==> src/rtl/hazard_detection_unit_pkg.sv <==
// Shared pipeline definitions for the ID-stage hazard logic and the ID/EX register.
package hazard_detection_unit_pkg;

  localparam int REG_ADDR_W = 5;
  localparam logic [REG_ADDR_W-1:0] REG_ZERO = 5'd0;

  typedef struct packed {
    logic       reg_write;
    logic       mem_read;
    logic       mem_write;
    logic       mem_to_reg;
    logic       alu_src;
    logic       reg_dst;
    logic       branch;
    logic       hilo_write;
    logic [3:0] alu_op;
  } idex_ctrl_t;

  localparam idex_ctrl_t IDEX_BUBBLE = '0;

  // $0 is hard-wired, so a write to it can never create a dependency.
  function automatic logic src_match(input logic [REG_ADDR_W-1:0] r,
                                     input logic [REG_ADDR_W-1:0] rs,
                                     input logic [REG_ADDR_W-1:0] rt,
                                     input logic                  uses_rt);
    return (r != REG_ZERO) && ((r == rs) || (uses_rt && (r == rt)));
  endfunction

endpackage

==> src/rtl/hazard_detection_unit_mult_busy_counter.sv <==
// Tracks how long HI/LO stays pending after a MULT/DIV issues to EX.
module mult_busy_counter #(
  parameter int MULT_LATENCY = 4
) (
  input  logic Clk,
  input  logic Rst_n,
  input  logic Issue,
  output logic Busy
);

  localparam int CNT_W = $clog2(MULT_LATENCY + 1);

  logic [CNT_W-1:0] cnt_q, cnt_d;
  logic             busy_q;

  always_comb begin
    cnt_d = cnt_q;
    if (Issue) begin
      cnt_d = CNT_W'(MULT_LATENCY);
    end else if (cnt_q != '0) begin
      cnt_d = cnt_q - 1'b1;
    end else begin
      cnt_d = cnt_q;
    end
  end

  always_ff @(posedge Clk or negedge Rst_n) begin
    if (!Rst_n) begin
      cnt_q  <= '0;
      busy_q <= 1'b0;
    end else begin
      cnt_q  <= cnt_d;
      busy_q <= (cnt_d != '0);
    end
  end

  assign Busy = busy_q;

endmodule

==> src/rtl/hazard_detection_unit.sv <==
// ID-stage hazard controller: stalls PC/IF-ID and bubbles ID/EX on hazards forwarding cannot cover.
module hazard_detection_unit
  import hazard_detection_unit_pkg::*;
#(
  parameter int MULT_LATENCY = 4,
  parameter int STALL_CNT_W  = 32
) (
  input  logic                   Clk,
  input  logic                   Rst_n,
  input  logic [REG_ADDR_W-1:0]  Rs_Id,
  input  logic [REG_ADDR_W-1:0]  Rt_Id,
  input  logic                   UsesRt_Id,
  input  logic                   Branch_Id,
  input  logic                   BranchTaken_Id,
  input  logic                   MultStart_Id,
  input  logic                   UsesHiLo_Id,
  input  logic [REG_ADDR_W-1:0]  Rd_Ex,
  input  logic                   RegWrite_Ex,
  input  logic                   MemRead_Ex,
  input  logic [REG_ADDR_W-1:0]  Rd_Mem,
  input  logic                   MemRead_Mem,
  output logic                   PCWrite,
  output logic                   IFIDWrite,
  output logic                   IDEXFlush,
  output logic                   IFIDFlush,
  output logic                   Stall,
  output logic                   MultBusy,
  output logic [STALL_CNT_W-1:0] StallCount
);

  logic load_use_s, br_ex_s, br_load_s, hilo_s, stall_s, issue_s, mult_busy_s;
  logic [STALL_CNT_W-1:0] stall_cnt_q, stall_cnt_d;

  assign load_use_s = MemRead_Ex && src_match(Rd_Ex, Rs_Id, Rt_Id, UsesRt_Id);
  assign br_ex_s    = Branch_Id && RegWrite_Ex && src_match(Rd_Ex, Rs_Id, Rt_Id, UsesRt_Id);
  assign br_load_s  = Branch_Id && MemRead_Mem && src_match(Rd_Mem, Rs_Id, Rt_Id, UsesRt_Id);
  assign hilo_s     = mult_busy_s && (UsesHiLo_Id || MultStart_Id);
  assign stall_s    = Rst_n && (load_use_s || br_ex_s || br_load_s || hilo_s);
  assign issue_s    = MultStart_Id && !stall_s;

  mult_busy_counter #(
    .MULT_LATENCY(MULT_LATENCY)
  ) u_mult_busy (
    .Clk  (Clk),
    .Rst_n(Rst_n),
    .Issue(issue_s),
    .Busy (mult_busy_s)
  );

  // While in reset the pipeline is frozen and IF/ID is held at a NOP; a taken
  // branch is only squashed once it is released from any stall.
  always_comb begin
    PCWrite   = 1'b1;
    IFIDWrite = 1'b1;
    IDEXFlush = 1'b0;
    IFIDFlush = 1'b0;
    if (!Rst_n) begin
      PCWrite   = 1'b0;
      IFIDWrite = 1'b0;
      IDEXFlush = 1'b1;
      IFIDFlush = 1'b1;
    end else if (stall_s) begin
      PCWrite   = 1'b0;
      IFIDWrite = 1'b0;
      IDEXFlush = 1'b1;
      IFIDFlush = 1'b0;
    end else begin
      IFIDFlush = BranchTaken_Id && Branch_Id;
    end
  end

  always_comb begin
    stall_cnt_d = stall_cnt_q;
    if (stall_s && (stall_cnt_q != '1)) begin
      stall_cnt_d = stall_cnt_q + 1'b1;
    end else begin
      stall_cnt_d = stall_cnt_q;
    end
  end

  always_ff @(posedge Clk or negedge Rst_n) begin
    if (!Rst_n) begin
      stall_cnt_q <= '0;
    end else begin
      stall_cnt_q <= stall_cnt_d;
    end
  end

  assign Stall      = stall_s;
  assign MultBusy   = mult_busy_s;
  assign StallCount = stall_cnt_q;

endmodule

==> config.mk <==
export PLATFORM = sky130hd
export DESIGN_NAME = hazard_detection_unit
export DESIGN_NICKNAME = d
export VERILOG_FILES = /design/src/rtl/hazard_detection_unit_pkg.sv /design/src/rtl/hazard_detection_unit_mult_busy_counter.sv /design/src/rtl/hazard_detection_unit.sv
export SDC_FILE = /design/constraint.sdc
export NUM_CORES = 1
export LEC_CHECK = 0
export BUFFER_PORTS_ARGS = -buffer_cell sky130_fd_sc_hd__buf_2
export CAP_MARGIN = 20
export CELL_PAD_IN_SITES_DETAIL_PLACEMENT = 1
export CELL_PAD_IN_SITES_GLOBAL_PLACEMENT = 2
export CORE_ASPECT_RATIO = 1.1
export CORE_MARGIN = 2
export CORE_UTILIZATION = 33
export DETAILED_ROUTE_END_ITERATION = 10
export PLACE_DENSITY = 0.93
export SLEW_MARGIN = 15
export SYNTH_ARGS = -nofsm -noshare
export SYNTH_HDL_FRONTEND = slang
export SYNTH_SLANG_ARGS = --single-unit
==> constraint.sdc <==
create_clock -name Clk -period 4 [get_ports Clk]
set_input_delay 1 -clock Clk [delete_from_list [all_inputs] [get_ports Clk]]
set_output_delay 1 -clock Clk [all_outputs]
set_load 0.01 [all_outputs]
---- Word-level counts from Yosys, hierarchy flattened ----
Index checks and enable logic that the tools add are counted.
word-level totals
  register bits ........................... 36
  bits of input ports ..................... 30
  word-level logic and storage cells ...... 43
cells by class
  reductions and logical operators ........ 25
  equal/unequal tests ..................... 5
  $add $sub $neg .......................... 2
  muxes and demuxes ....................... 8
operators with widths
  operator                                          number
  adder 32 x 1 -> 32 bit, second input constant     1
  != test 32 bit, second input constant             1
  == test 5 bit                                     4
  logical AND 1 bit                                 14
  nonzero test 5 bit                                2
  logical OR 1 bit                                  6
  two-way mux 1 bit                                 6
  two-way mux 3 bit                                 2
  nonzero test 3 bit                                2
  subtractor 3 x 1 -> 3 bit, second input constant  1
  logical NOT 1 bit                                 1

---- Depth between registers and ports, before layout ----
  depth in word-level cells ............... 13
  mapped depth ............................ 9
  mapped depth without buffers ............ 7

---- Cells and area by module ----
Synthesis repeated with hierarchy kept, for this count alone.
second synthesis, totals
  cell total of the unflattened synthesis .. 225
  area, all modules ....................... 2303.5 µm²
modules (own cells, without submodules)
  module                 cells an instance  instances  area an instance (µm²)
  hazard_detection_unit  206                1          2092.0
  mult_busy_counter      19                 1          211.5

---- Worst setup path before layout ----
No wires, ideal clock.
  path kind ............................... input -> output
  from .................................... input Rd_Mem[1]
  to ...................................... output PCWrite
  arrival ................................. 2382 ps
  stages .................................. 5
  path slack .............................. 618 ps
  required time ........................... 3000 ps
  path through ............................ or4_2 > o211ai_1 > o221a_4 > and2_2 > buf_4
between the ends
  cells in the longest elaborated chain, start to end .. 10
  elaborated cells between the ends (all ways) .. 12
  those cells by class .................... 2 x eq/ne; 2 x mux; 8 x reduce/logical
ends and longest elaborated chain
  item                                 line                             text
  from (decl)                          hazard_detection_unit.sv:20      input logic [REG_ADDR_W-1:0] Rd_Mem,
  == test 5 bit                        hazard_detection_unit_pkg.sv:26  return (r != REG_ZERO) && ((r == rs) || (uses_rt && (r == rt)));
  logical AND 1 bit                    hazard_detection_unit_pkg.sv:26
  logical OR 1 bit                     hazard_detection_unit_pkg.sv:26
  logical AND 1 bit (*)                hazard_detection_unit_pkg.sv:26
  logical AND 1 bit (*)                hazard_detection_unit.sv:36      assign br_load_s = Branch_Id && MemRead_Mem && src_match(Rd_Mem, Rs_Id, Rt_Id, UsesRt_Id);
  logical OR 1 bit (*) (2 in series)   hazard_detection_unit.sv:38      assign stall_s = Rst_n && (load_use_s || br_ex_s || br_load_s || hilo_s);
  logical AND 1 bit (*)                hazard_detection_unit.sv:38
  two-way mux 1 bit (*) (2 in series)  --
  to (decl)                            hazard_detection_unit.sv:22      output logic PCWrite,
Every way passes the cells marked *; elsewhere a longest branch is shown, timed or not.

---- Final worst setup path ----
  from .................................... input Rd_Ex[1]
  to ...................................... output Stall
between the ends
  cells in the longest elaborated chain, start to end .. 9
  elaborated cells between the ends (all ways) .. 12
  those cells by class .................... 2 x eq/ne; 10 x reduce/logical
ends and longest elaborated chain
  item                                  line                                                      text
  from (decl)                           hazard_detection_unit.sv:17                               input logic [REG_ADDR_W-1:0] Rd_Ex,
  == test 5 bit                         hazard_detection_unit_pkg.sv:26
  logical AND 1 bit                     hazard_detection_unit_pkg.sv:26
  logical OR 1 bit                      hazard_detection_unit_pkg.sv:26
  logical AND 1 bit (*)                 hazard_detection_unit_pkg.sv:26
  logical AND 1 bit (on tied branches)  hazard_detection_unit.sv:34, hazard_detection_unit.sv:35
  logical OR 1 bit (*) (3 in series)    hazard_detection_unit.sv:38
  logical AND 1 bit (*)                 hazard_detection_unit.sv:38
  to (decl)                             hazard_detection_unit.sv:26                               output logic Stall,
Marked as above.

==> flow_summary_export.csv <==
group,metric,value,unit
synth,synth_top_family_by_area,"simple AND/OR/NAND/NOR gates",
pwr,intPower,750,µW
synth,synthTopCellsByArea,"dfrtp_1, xnor2_1, xor2_1",
clock_tree,path_clk_slew,0.07,ns
clock_tree,ctsHoldBuffers,0,
placement,globalplace.congestion,0.827,
placement,pre_cts_ws,0.357,ns
synth,postSynthCellCount,201,
synth,yosys_warnings,0,
timing,hold_viol_final,0,
synth,synth-simple-area-share,0.238,
synth,seq_area_frac_synth,0.435,
routing,drt-pass1-iter-count,4,
die,die_area,6930,µm²
timing,tns,0,ns
worst_hold_path,hold_depth,1,
pwr,switching_share,0.331,
clock_tree,cts.sinks,36,
pwr,seqPwrFrac,0.419,
routing,drt_iter0_drc,101,
worst_setup_path,cp_slowest_cell,"or4_2",
clock_tree,clock_path_buffers,2,
timing,grt_setup_unrepaired,"false",
die,initial_core_util,0.339,
pwr,p_per_area,433,nW/µm²
synth,async_flop_share,1.00,
pwr,vdd_drop_max,0.000185,V
timing,hold-worst-slack,0.490,ns
synth,synth-compound-area-share,0.0453,
synth,ys_seq_elements,36,
placement,dp_hpwl,4010,µm
clock_tree,postCtsSetupRepairBufs,0,
finish,n_fill_cell,732,
timing,tightestPinTransition,0.780,ns
worst_setup_path,cp_common_cell,"buf_2",
synth,netlist_area,2070,µm²
worst_setup_path,path_max_fanout,10,
finish,diodes,0,
synth,yosys-mux-area-fraction,0.00543,
timing,fmax,275,MHz
worst_hold_path,min_to,"StallCount[26]",
routing,route.detailed.drc,0,
timing,relSlewSlack,0.478,
synth,synthAdderAreaFrac,0.0242,
timing,fin_ws,0.369,ns
worst_hold_path,worstHoldStart,"StallCount[26]",
worst_setup_path,start_kind,"input pin",
grt,antenna_found_initial,0,
routing,vias,1775,
die,row_count,30,
die,io_pins,68,
finish,final_util,0.424,
routing,wl,5290,µm
die,dieHeight,87.1,µm
finish,drive_above_1_share,0.327,
grt,grt_pass1_wl,8760,µm
synth,yosysUniqueCellTypes,39,
outcome,status,"completed",
worst_setup_path,arrival,2.63,ns
finish,finalNonFillerCells,352,
timing,fin_crit_sh,0.908,
worst_setup_path,worst_ep_required_time,3.00,ns
worst_setup_path,rr_startpoint,"StallCount[0]",
grt,grt.overflow.total,0,
timing,setup_viol,0,
clock_tree,numCtsBuffers,5,
clock_tree,cts-root-buf,"clkbuf_8",
worst_setup_path,reg2reg_to,"StallCount[1]",
grt,grt_pass1_vias,1809,
routing,wl_per_cell,15.0,µm
clock_tree,cts_tree,"done",
placement,dp.cells,344,
routing,ant_nets,0,
flow_run,drv_cap,0,
synth,syn-mean-instance-area,10.3,µm²
finish,syn2layout_area_growth,25.1,%
timing,slew_viol_final,0,
timing,fin_worst_skew,0.00621,ns
die,core,6120,µm²
grt,grt_max_degree,38,
worst_hold_path,hold_path.class,"reg -> reg",
worst_setup_path,critPathKind,"in -> out",
clock_tree,insertion_delay,0.29,ns
worst_setup_path,path_cells,"buf_2 > or4_2 > o21ai_0 > o221a_4 > nand2b_4 > inv_1 > buf_2",
worst_setup_path,rr_worst_depth,7,
worst_setup_path,critPathCaptureType,"output pin",
clock_tree,h-tree-depth,2,
synth,netlist.area_leader.share,0.435,
synth,synth_flop_cell,"dfrtp_1",
routing,drt-vias-per-instance,5.04,
clock_tree,cts_resized,0,
grt,track_usage,0.159,
pwr,clkPwrFrac,0.283,
pwr,combPwrFrac,0.297,
synth,syn-num-nets,235,
synth,synth-xor-area-share,0.223,
pwr,p_leak,1.28,nW
placement,port_buffers,67,
finish,nets,305,
timing,fin_crit,3.63,ns
synth,synth_enable_flop_cells,0,
worst_setup_path,regToRegSetupSlack,1.47,ns
synth,netlist.top_cell.by_area,"dfrtp_1",
worst_setup_path,crit_path_max_incr_delay,0.67,ns
pwr,switchingPower,371,µW
die,die_w,79.6,µm
[placed cells by master (no fill, tap or decap), drive strengths merged]
cell type,instances
o211ai,1
o21ai,2
clkbuf,6
mux2,1
or2,1
nor3,7
or4,4
a31oi,1
nand2,8
nand4,10
nor2,8
nor4b,1
bufinv,1
and2,1
nand2b,2
inv,6
o221a,1
nor3b,2
or3,1
xnor2,28
a21oi,3
a32oi,2
and4,1
a21o,2
xor2,24
dfrtp,36
nand3,23
buf,69
ha,4
clkinv,1
and3,13
nor4,2
[Yosys cell counts (all sizes together), types with 2 or more instances]
cell	n
dfrtp	36
xnor2	28
xor2	24
nand3	23
and3	13
nand4	10
nand2	8
nor2	8
nor3	7
inv	6
buf	4
ha	4
or4	4
a21oi	3
a21o	2
a32oi	2
clkbuf	2
nand2b	2
nor3b	2
nor4	2
o21ai	2
[sequential cells by signal, indices dropped and copies added (netlist names)]
register           flops
u_mult_busy.Busy       1
u_mult_busy.cnt_q      3
StallCount            32
[critical path: cells and delay by family]
family	cells	cell delay [ns]
and+or+nand+nor	2	0.87
buffers and inverters	3	0.30
AOI/OAI and AO/OA	2	0.46
[layout make-up]
class,instances,area (µm²),share of cell area
clock inverters,2,35.0,0.0135
flip-flops and latches,36,901,0.347
repair buffers,69,350,0.135
inverters,6,22.5,0.00869
multi-input cells,153,1110,0.429
well taps,80,100,0.0386
clock buffers,6,72.6,0.0280
[cell families (layout without fill, tap and decap cells)]
family          count (synthesis)  in the layout
fa+ha+maj                       4              4
flops                          36             36
compound gates                 12             12
buf+inv                        12             83
mux                             1              1
xor+xnor                       52             52
simple gates                   84             84
[metrics by stage]
step           power, mW  area, µm²
6_report            1.12       2590
5_1_grt             1.19       2590
4_1_cts             1.13       2590
3_5_place_dp       0.815       2480
3_3_place_gp       0.796       2480
2_1_floorplan      0.686       2070
[worst max-delay path by stage]
stage	startpoint	end	slack, ns	cells after the start
after CTS	Rd_Ex[1]	Stall	0.36	7
after floorplan	Rd_Mem[1]	PCWrite	0.62	5
after detailed placement	Rd_Ex[1]	Stall	0.36	7
after global routing	Rd_Ex[1]	Stall	0.30	7
after global placement	Rd_Mem[1]	Stall	0.38	7
final	Rd_Ex[1]	Stall	0.37	7
[power groups by stage]
stage | combinational, mW | sequential [mW] | clock [mW]
finish | 0.334 | 0.470 | 0.317
CTS | 0.340 | 0.469 | 0.324
global placement | 0.323 | 0.473 | 0
global route | 0.383 | 0.477 | 0.335
floorplan | 0.205 | 0.482 | 0
detailed placement | 0.339 | 0.476 | 0
[routing by layer]
layer	global-route usage	vias to the layer above	share of wire
met4	0.0470	0	0.014
met5	0	-	0
li1	-	839	-
met2	0.263	54	0.47
met3	0.0322	8	0.055
met1	0.211	874	0.46
(Power assumes the default switching activity.)
